==> src/rtl/snake_pkg.sv <==
// Shared direction codes, FSM state type and small direction helpers for the
// snake head mover and anything else that speaks the one-hot direction code.
package snake_pkg;

  localparam logic [3:0] DIR_NONE  = 4'b0000;
  localparam logic [3:0] DIR_LEFT  = 4'b0001;
  localparam logic [3:0] DIR_RIGHT = 4'b0010;
  localparam logic [3:0] DIR_UP    = 4'b0100;
  localparam logic [3:0] DIR_DOWN  = 4'b1000;

  typedef enum logic [1:0] {
    IDLE = 2'd0,
    RUN  = 2'd1,
    DEAD = 2'd2
  } state_t;

  // True when exactly one direction bit is set.
  function automatic logic is_onehot(input logic [3:0] d);
    return (d != 4'd0) && ((d & (d - 4'd1)) == 4'd0);
  endfunction

  // True when a and b point in opposite directions along the same axis.
  function automatic logic is_opposite(input logic [3:0] a, input logic [3:0] b);
    return ((a == DIR_LEFT)  && (b == DIR_RIGHT)) ||
           ((a == DIR_RIGHT) && (b == DIR_LEFT))  ||
           ((a == DIR_UP)    && (b == DIR_DOWN))  ||
           ((a == DIR_DOWN)  && (b == DIR_UP));
  endfunction

endpackage

==> src/rtl/snake_head_mover_if.sv <==
// Bundle between the button/direction stage, the head mover and the
// body/pixel logic. XW/YW must equal $clog2 of the grid width/height used
// by the head mover instance attached to it.
interface snake_head_mover_if #(
  parameter int XW = 6,
  parameter int YW = 5
);
  logic [3:0]    direction;
  logic          restart;
  logic [XW-1:0] head_x;
  logic [YW-1:0] head_y;
  logic [3:0]    cur_dir;
  logic          step;
  logic          dead;

  modport master (
    output direction, restart,
    input  head_x, head_y, cur_dir, step, dead
  );

  modport slave (
    input  direction, restart,
    output head_x, head_y, cur_dir, step, dead
  );
endinterface

==> src/rtl/snake_head_mover_tick_gen.sv <==
// Move-rate prescaler: counts 0..TICK_DIV-1 while enabled and flags the
// terminal count for one cycle. Disabling it parks the count at zero so the
// first move after a start always takes a full period.
module tick_gen #(
  parameter int TICK_DIV = 12_500_000
) (
  input  logic clk,
  input  logic reset,
  input  logic en,
  output logic tick
);
  localparam int CW = (TICK_DIV > 1) ? $clog2(TICK_DIV) : 1;
  localparam logic [CW-1:0] LAST = CW'(TICK_DIV - 1);

  logic [CW-1:0] count;

  // Free-running count while enabled, wrapping at the terminal value.
  always_ff @(posedge clk) begin
    if (reset || !en) begin
      count <= '0;
    end else if (count == LAST) begin
      count <= '0;
    end else begin
      count <= count + CW'(1);
    end
  end

  assign tick = en && (count == LAST);
endmodule

==> src/rtl/snake_head_mover.sv <==
// Snake head mover: latches the requested direction (rejecting invalid codes
// and reversals), moves the head one cell per prescaler tick, and either wraps
// at the grid edge or stops in DEAD when the head would leave the grid.
module snake_head_mover
  import snake_pkg::*;
#(
  parameter int GRID_W   = 40,
  parameter int GRID_H   = 30,
  parameter int TICK_DIV = 12_500_000,
  parameter int WRAP     = 0,
  parameter int START_X  = 20,
  parameter int START_Y  = 15
) (
  input logic clk,
  input logic reset,
  snake_head_mover_if.slave bus
);
  localparam int XW = $clog2(GRID_W);
  localparam int YW = $clog2(GRID_H);
  localparam logic [XW-1:0] X_START = XW'(START_X);
  localparam logic [YW-1:0] Y_START = YW'(START_Y);
  localparam logic [XW-1:0] X_MAX   = XW'(GRID_W - 1);
  localparam logic [YW-1:0] Y_MAX   = YW'(GRID_H - 1);

  state_t        state, state_n;
  logic [XW-1:0] head_x_q, head_x_n;
  logic [YW-1:0] head_y_q, head_y_n;
  logic [3:0]    cur_dir_q, cur_dir_n;
  logic [3:0]    pending_q, pending_n;
  logic          step_q, step_n;

  logic          tick;
  logic          tick_en;
  logic [XW:0]   x_wide;
  logic [YW:0]   y_wide;
  logic          off_x, off_y;
  logic [XW-1:0] x_wrapped;
  logic [YW-1:0] y_wrapped;

  // The move period only runs in RUN; a restart request stops it immediately.
  assign tick_en = (state == RUN) && !bus.restart;

  tick_gen #(
    .TICK_DIV(TICK_DIV)
  ) u_tick_gen (
    .clk  (clk),
    .reset(reset),
    .en   (tick_en),
    .tick (tick)
  );

  // Candidate next cell from the pending direction, one bit wider so a step
  // left/up from 0 shows up as a borrow instead of aliasing to a valid cell.
  always_comb begin
    x_wide    = {1'b0, head_x_q};
    y_wide    = {1'b0, head_y_q};
    x_wrapped = head_x_q;
    y_wrapped = head_y_q;
    case (pending_q)
      DIR_LEFT: begin
        x_wide    = {1'b0, head_x_q} - (XW + 1)'(1);
        x_wrapped = X_MAX;
      end
      DIR_RIGHT: begin
        x_wide    = {1'b0, head_x_q} + (XW + 1)'(1);
        x_wrapped = '0;
      end
      DIR_UP: begin
        y_wide    = {1'b0, head_y_q} - (YW + 1)'(1);
        y_wrapped = Y_MAX;
      end
      DIR_DOWN: begin
        y_wide    = {1'b0, head_y_q} + (YW + 1)'(1);
        y_wrapped = '0;
      end
      default: begin
        x_wide = {1'b0, head_x_q};
        y_wide = {1'b0, head_y_q};
      end
    endcase
    off_x = x_wide > {1'b0, X_MAX};
    off_y = y_wide > {1'b0, Y_MAX};
  end

  // Next-state, direction latching and head update for the IDLE/RUN/DEAD FSM.
  always_comb begin
    state_n   = state;
    head_x_n  = head_x_q;
    head_y_n  = head_y_q;
    cur_dir_n = cur_dir_q;
    pending_n = pending_q;
    step_n    = 1'b0;

    if (bus.restart) begin
      state_n   = IDLE;
      head_x_n  = X_START;
      head_y_n  = Y_START;
      cur_dir_n = DIR_NONE;
      pending_n = DIR_NONE;
    end else begin
      case (state)
        IDLE: begin
          if (is_onehot(bus.direction)) begin
            cur_dir_n = bus.direction;
            pending_n = bus.direction;
            state_n   = RUN;
          end
        end
        RUN: begin
          if (is_onehot(bus.direction) && !is_opposite(bus.direction, cur_dir_q)) begin
            pending_n = bus.direction;
          end
          if (tick) begin
            cur_dir_n = pending_q;
            if (!off_x && !off_y) begin
              head_x_n = x_wide[XW-1:0];
              head_y_n = y_wide[YW-1:0];
              step_n   = 1'b1;
            end else if (WRAP != 0) begin
              head_x_n = off_x ? x_wrapped : x_wide[XW-1:0];
              head_y_n = off_y ? y_wrapped : y_wide[YW-1:0];
              step_n   = 1'b1;
            end else begin
              state_n = DEAD;
            end
          end
        end
        DEAD: begin
          state_n = DEAD;
        end
        default: begin
          state_n = IDLE;
        end
      endcase
    end
  end

  // State and datapath registers; reset wins over everything, restart included.
  always_ff @(posedge clk) begin
    if (reset) begin
      state     <= IDLE;
      head_x_q  <= X_START;
      head_y_q  <= Y_START;
      cur_dir_q <= DIR_NONE;
      pending_q <= DIR_NONE;
      step_q    <= 1'b0;
    end else begin
      state     <= state_n;
      head_x_q  <= head_x_n;
      head_y_q  <= head_y_n;
      cur_dir_q <= cur_dir_n;
      pending_q <= pending_n;
      step_q    <= step_n;
    end
  end

  assign bus.head_x  = head_x_q;
  assign bus.head_y  = head_y_q;
  assign bus.cur_dir = cur_dir_q;
  assign bus.step    = step_q;
  assign bus.dead    = (state == DEAD);
endmodule
==> src/flat_wrapper.sv <==
// flat-port wrapper written by rule: the top's interface ports become plain ports
module snake_head_mover_flat import snake_pkg::*;
#(
  parameter int GRID_W   = 40,
  parameter int GRID_H   = 30,
  parameter int TICK_DIV = 12_500_000,
  parameter int WRAP     = 0,
  parameter int START_X  = 20,
  parameter int START_Y  = 15
)
  (clk, reset, bus_direction, bus_restart, bus_head_x, bus_head_y, bus_cur_dir, bus_step, bus_dead);
  snake_head_mover_if bus_i ();
  input logic clk;
  input logic reset;
  input wire logic [$bits(bus_i.direction)-1:0] bus_direction;
  input wire logic [$bits(bus_i.restart)-1:0] bus_restart;
  output wire logic [$bits(bus_i.head_x)-1:0] bus_head_x;
  output wire logic [$bits(bus_i.head_y)-1:0] bus_head_y;
  output wire logic [$bits(bus_i.cur_dir)-1:0] bus_cur_dir;
  output wire logic [$bits(bus_i.step)-1:0] bus_step;
  output wire logic [$bits(bus_i.dead)-1:0] bus_dead;
  assign bus_i.direction = bus_direction;
  assign bus_i.restart = bus_restart;
  assign bus_head_x = bus_i.head_x;
  assign bus_head_y = bus_i.head_y;
  assign bus_cur_dir = bus_i.cur_dir;
  assign bus_step = bus_i.step;
  assign bus_dead = bus_i.dead;
  snake_head_mover #(.GRID_W(GRID_W), .GRID_H(GRID_H), .TICK_DIV(TICK_DIV), .WRAP(WRAP), .START_X(START_X), .START_Y(START_Y)) u_core (.clk(clk), .reset(reset), .bus(bus_i));
endmodule
==> config.mk <==
export PLATFORM = sky130hd
export DESIGN_NAME = snake_head_mover_flat
export DESIGN_NICKNAME = d
export VERILOG_FILES = /design/src/rtl/snake_pkg.sv /design/src/rtl/snake_head_mover_if.sv /design/src/rtl/snake_head_mover_tick_gen.sv /design/src/rtl/snake_head_mover.sv /design/src/flat_wrapper.sv
export SDC_FILE = /design/constraint.sdc
export NUM_CORES = 1
export LEC_CHECK = 0
export ABC_AREA = 1
export CORE_ASPECT_RATIO = 0.9
export CORE_UTILIZATION = 55
export CTS_CLUSTER_DIAMETER = 200
export DETAILED_ROUTE_END_ITERATION = 7
export PLACE_DENSITY = 0.76
export SLEW_MARGIN = 5
export SYNTH_ARGS = -nofsm -noshare
export SYNTH_HDL_FRONTEND = slang
export SYNTH_SLANG_ARGS = --single-unit
==> constraint.sdc <==
create_clock -name clk -period 2.6 [get_ports clk]
set_input_delay 0.65 -clock clk [delete_from_list [all_inputs] [get_ports clk]]
set_output_delay 0.65 -clock clk [all_outputs]
set_load 0.01 [all_outputs]
==> metrics.txt <==
Buf/Inv on CP 2; Sequential Power Share 51.4%; routed len/inst 12.5 um; FF+latch count, synth 46; Setup crit end kind flip-flop; die span in y 71.8 um; Post-Layout Cell Count 548; ratio of cells with drive above 1 in the final layout 13.9%; Starting DRT DRC Count 148; Int Pwr 1.02 mW; sequential area share after synthesis 30.9%; Worst Hold Depth 1; total core area 5220 um^2; Routed WL 6.85 mm; drt drc 0; antenna cells 0; worst reg-to-reg setup slack 0.06 ns; TritonCTS clock tree done; FP Rows 25; commonest non-fill, non-tap cell in the layout nand2_1; Yosys top cell by area dfxtp_1; Final Critical Period 2.54 ns; area share of the largest cell type after synthesis 30.9%; Final HPWL DP 5.08 mm; switch share 27.7%; maximum VDD drop 0.245 mV; clock slew seen by the registers of the worst setup and hold paths 0.08 ns; Combinational Power Share 17.9%; setup tns final 0 ns; vias per cell 5.32; Critical Path Source Type flip-flop; ranking of synthesized cells by area dfxtp_1 (31%), nand2_1 (12%), inv_1 (8.2%); RSZ-0062 raised after global routing yes; Post-DRT Antenna Nets 0; cell count after placement 537; yosys warns 0; largest net degree at the start of global routing 15; total gr overflow 0; DP Worst Slack 0.0107 ns; Async SR Flop Fraction 0%; status completed; Mean Syn Cell Area 6.67 um^2; Initial Util 57.0%; I/O Buffers 23; Pwr per Cell Area 392 nW/um^2; Max clock buf depth 2; clock latency on the worst-skew pair 0.30 ns; H-tree depth 2; Fillers 438; Synth Flop Type dfxtp_1; hold endpoint u_core.u_tick_gen.count[0]$_SDFF_PP0_; Tightest Pin Transition 0.353 ns; Setup WS post-layout 0.0579 ns; maximum fanout along the worst path 6; NetSw 0.389 mW; count of cell types in the netlist 36; TritonCTS Buffers 5; leakage power 1.45 nW; Slowest-stage cell, CP fa_2; area occupied by multi-input gates 1930 um^2; Slew HR 76.3%; period utilisation layout 97.8%; critical path class flip-flop to flip-flop; Worst Reg-to-Reg Cells 17; drt pass-1 iters 4; reg-to-reg critical path startpoint u_core.pending_q[1]$_SDFFE_PP0P_; # setup viols final 0; RD Place Congestion 0.910; Hold Crit Class flip-flop to flip-flop; vias in the first global route 2489; Syn Nets 468; most frequent cells in the layout nand2_1 (97), inv_1 (62), nor2_1 (55); Mapped Cells 446; Reg area 928 um^2; max-slew violation count 0; clock network fraction of total power 30.8%; HP Start u_core.u_tick_gen.count[0]$_SDFF_PP0_; clk sinks 46; Overall Power 1.40 mW; DIE WIDTH 79.5 um; critical path cell sequence nor2_4 > inv_2 > nor3_4 > inv_4 > fa_2 > nand3_2 > nand2_1 > nand2_1 > nand3_2 > nand3_2 > nor2_4 > nor2_8 > nand2_4 > nor2_8 > nand2_4 > o21ai_2 > nand2_1; CTS root buffer clkbuf_8; full die area 5710 um^2; CP top delay family simple AND/OR/NAND/NOR gates; clk_skew 0.00505 ns; data arrival time of the worst path 2.73 ns; CP max stage delay 0.41 ns; area delta synth->final 20.4%; Final Hold Viols 0; Layout Nets 504; initial antenna violation count 0; reg-to-reg endpoint u_core.bus.head_x[2]$_SDFFE_PP1P_; first-pass GRT wire length 11.1 mm; Top Ports 24; Peak Freq 393 MHz; Max-Cap Viols 0; number of enable flip-flop cells after synthesis 0; GRT Overall Usage 24.3%; Syn Std Cell Area 2980 um^2; WP data required 2.79 ns; WHS 0.476 ns; DR vias 2914
[registers in the layout (all words and copies together), names as in the netlist]
| name | count |
|---|---|
| u_core.bus.head_x | 6 |
| u_core.state | 2 |
| u_core.bus.step | 1 |
| u_core.u_tick_gen.count | 24 |
| u_core.pending_q | 4 |
| u_core.bus.cur_dir | 4 |
| u_core.bus.head_y | 5 |
[how the worst max path moves through the flow]
stage,startpoint,end,slack (ns),cells after the start
6_report,u_core.pending_q[1]$_SDFFE_PP0P_,u_core.bus.head_x[2]$_SDFFE_PP1P_,0.06,17
5_1_grt,u_core.pending_q[1]$_SDFFE_PP0P_,u_core.bus.head_x[2]$_SDFFE_PP1P_,-0.09,18
4_1_cts,u_core.pending_q[3]$_SDFFE_PP0P_,u_core.bus.head_y[0]$_SDFFE_PP1P_,0.02,15
3_5_place_dp,u_core.pending_q[3]$_SDFFE_PP0P_,u_core.bus.head_y[0]$_SDFFE_PP1P_,0.01,15
3_3_place_gp,u_core.pending_q[0]$_SDFFE_PP0P_,u_core.bus.head_y[0]$_SDFFE_PP1P_,0.11,16
2_1_floorplan,u_core.pending_q[0]$_SDFFE_PP0P_,u_core.bus.head_x[2]$_SDFFE_PP1P_,0.32,18
[metrics by stage]
| stage | util, % | instance area, um^2 |
|---|---|---|
| after global placement | 63.3 | 3310 |
| final | 68.6 | 3580 |
| after floorplan | - | 2980 |
| after CTS | 65.1 | 3400 |
| after detailed placement | 63.3 | 3310 |
| after global routing | 68.6 | 3580 |
[cell usage after synthesis, types with 6 or more instances]
library cell and number:
o21ai_0 17, nor2_1 57, xor2_1 6, a21oi_1 28, ha_1 13, nand3_1 38, dfxtp_1 46, nand3_2 6
nand2_1 99, inv_1 65, nand4_1 12
[timing repair]
| item | in CTS | in global routing |
|---|---|---|
| gates cloned | 0 | 1 |
| hold buffers | 0 | 0 |
| pin swaps | 0 | 18 |
| setup endpoints to repair | 2 | 14 |
| resized for setup | 2 | 28 |
| setup buffers | 0 | 4 |
[power groups by stage]
stage	logic, mW	clock network (mW)	registers, mW
2_1_floorplan	0.157	0	0.738
3_3_place_gp	0.214	0	0.738
3_5_place_dp	0.219	0	0.739
4_1_cts	0.222	0.439	0.722
5_1_grt	0.279	0.470	0.724
6_report	0.251	0.432	0.722
[per-layer routing]
layer  share of wire (%)  global-route usage [%]
met1                  49                    35.7
met2                  44                    36.1
met3                 5.4                    4.59
met4                 1.4                    7.07
met5                   0                       0
[logic make-up after synthesis]
group | synth area share [%]
AO/OA/AOI/OAI | 11.0
XOR/XNOR | 2.35
adder cells (fa/ha/maj) | 6.81
buffers and inverters | 9.25
flip-flops | 30.9
AND/OR/NAND/NOR | 39.6
[final cells by class]
type                            instances  share of cell area, %
Multi-Input combinational cell        328                   54.0
Sequential cell                        46                   25.9
Timing Repair Buffer                   31                   8.10
Inverter                               70                   7.40
Tap cell                               67                   2.34
Clock buffer                            6                   2.30
(Power assumes the default switching activity.)
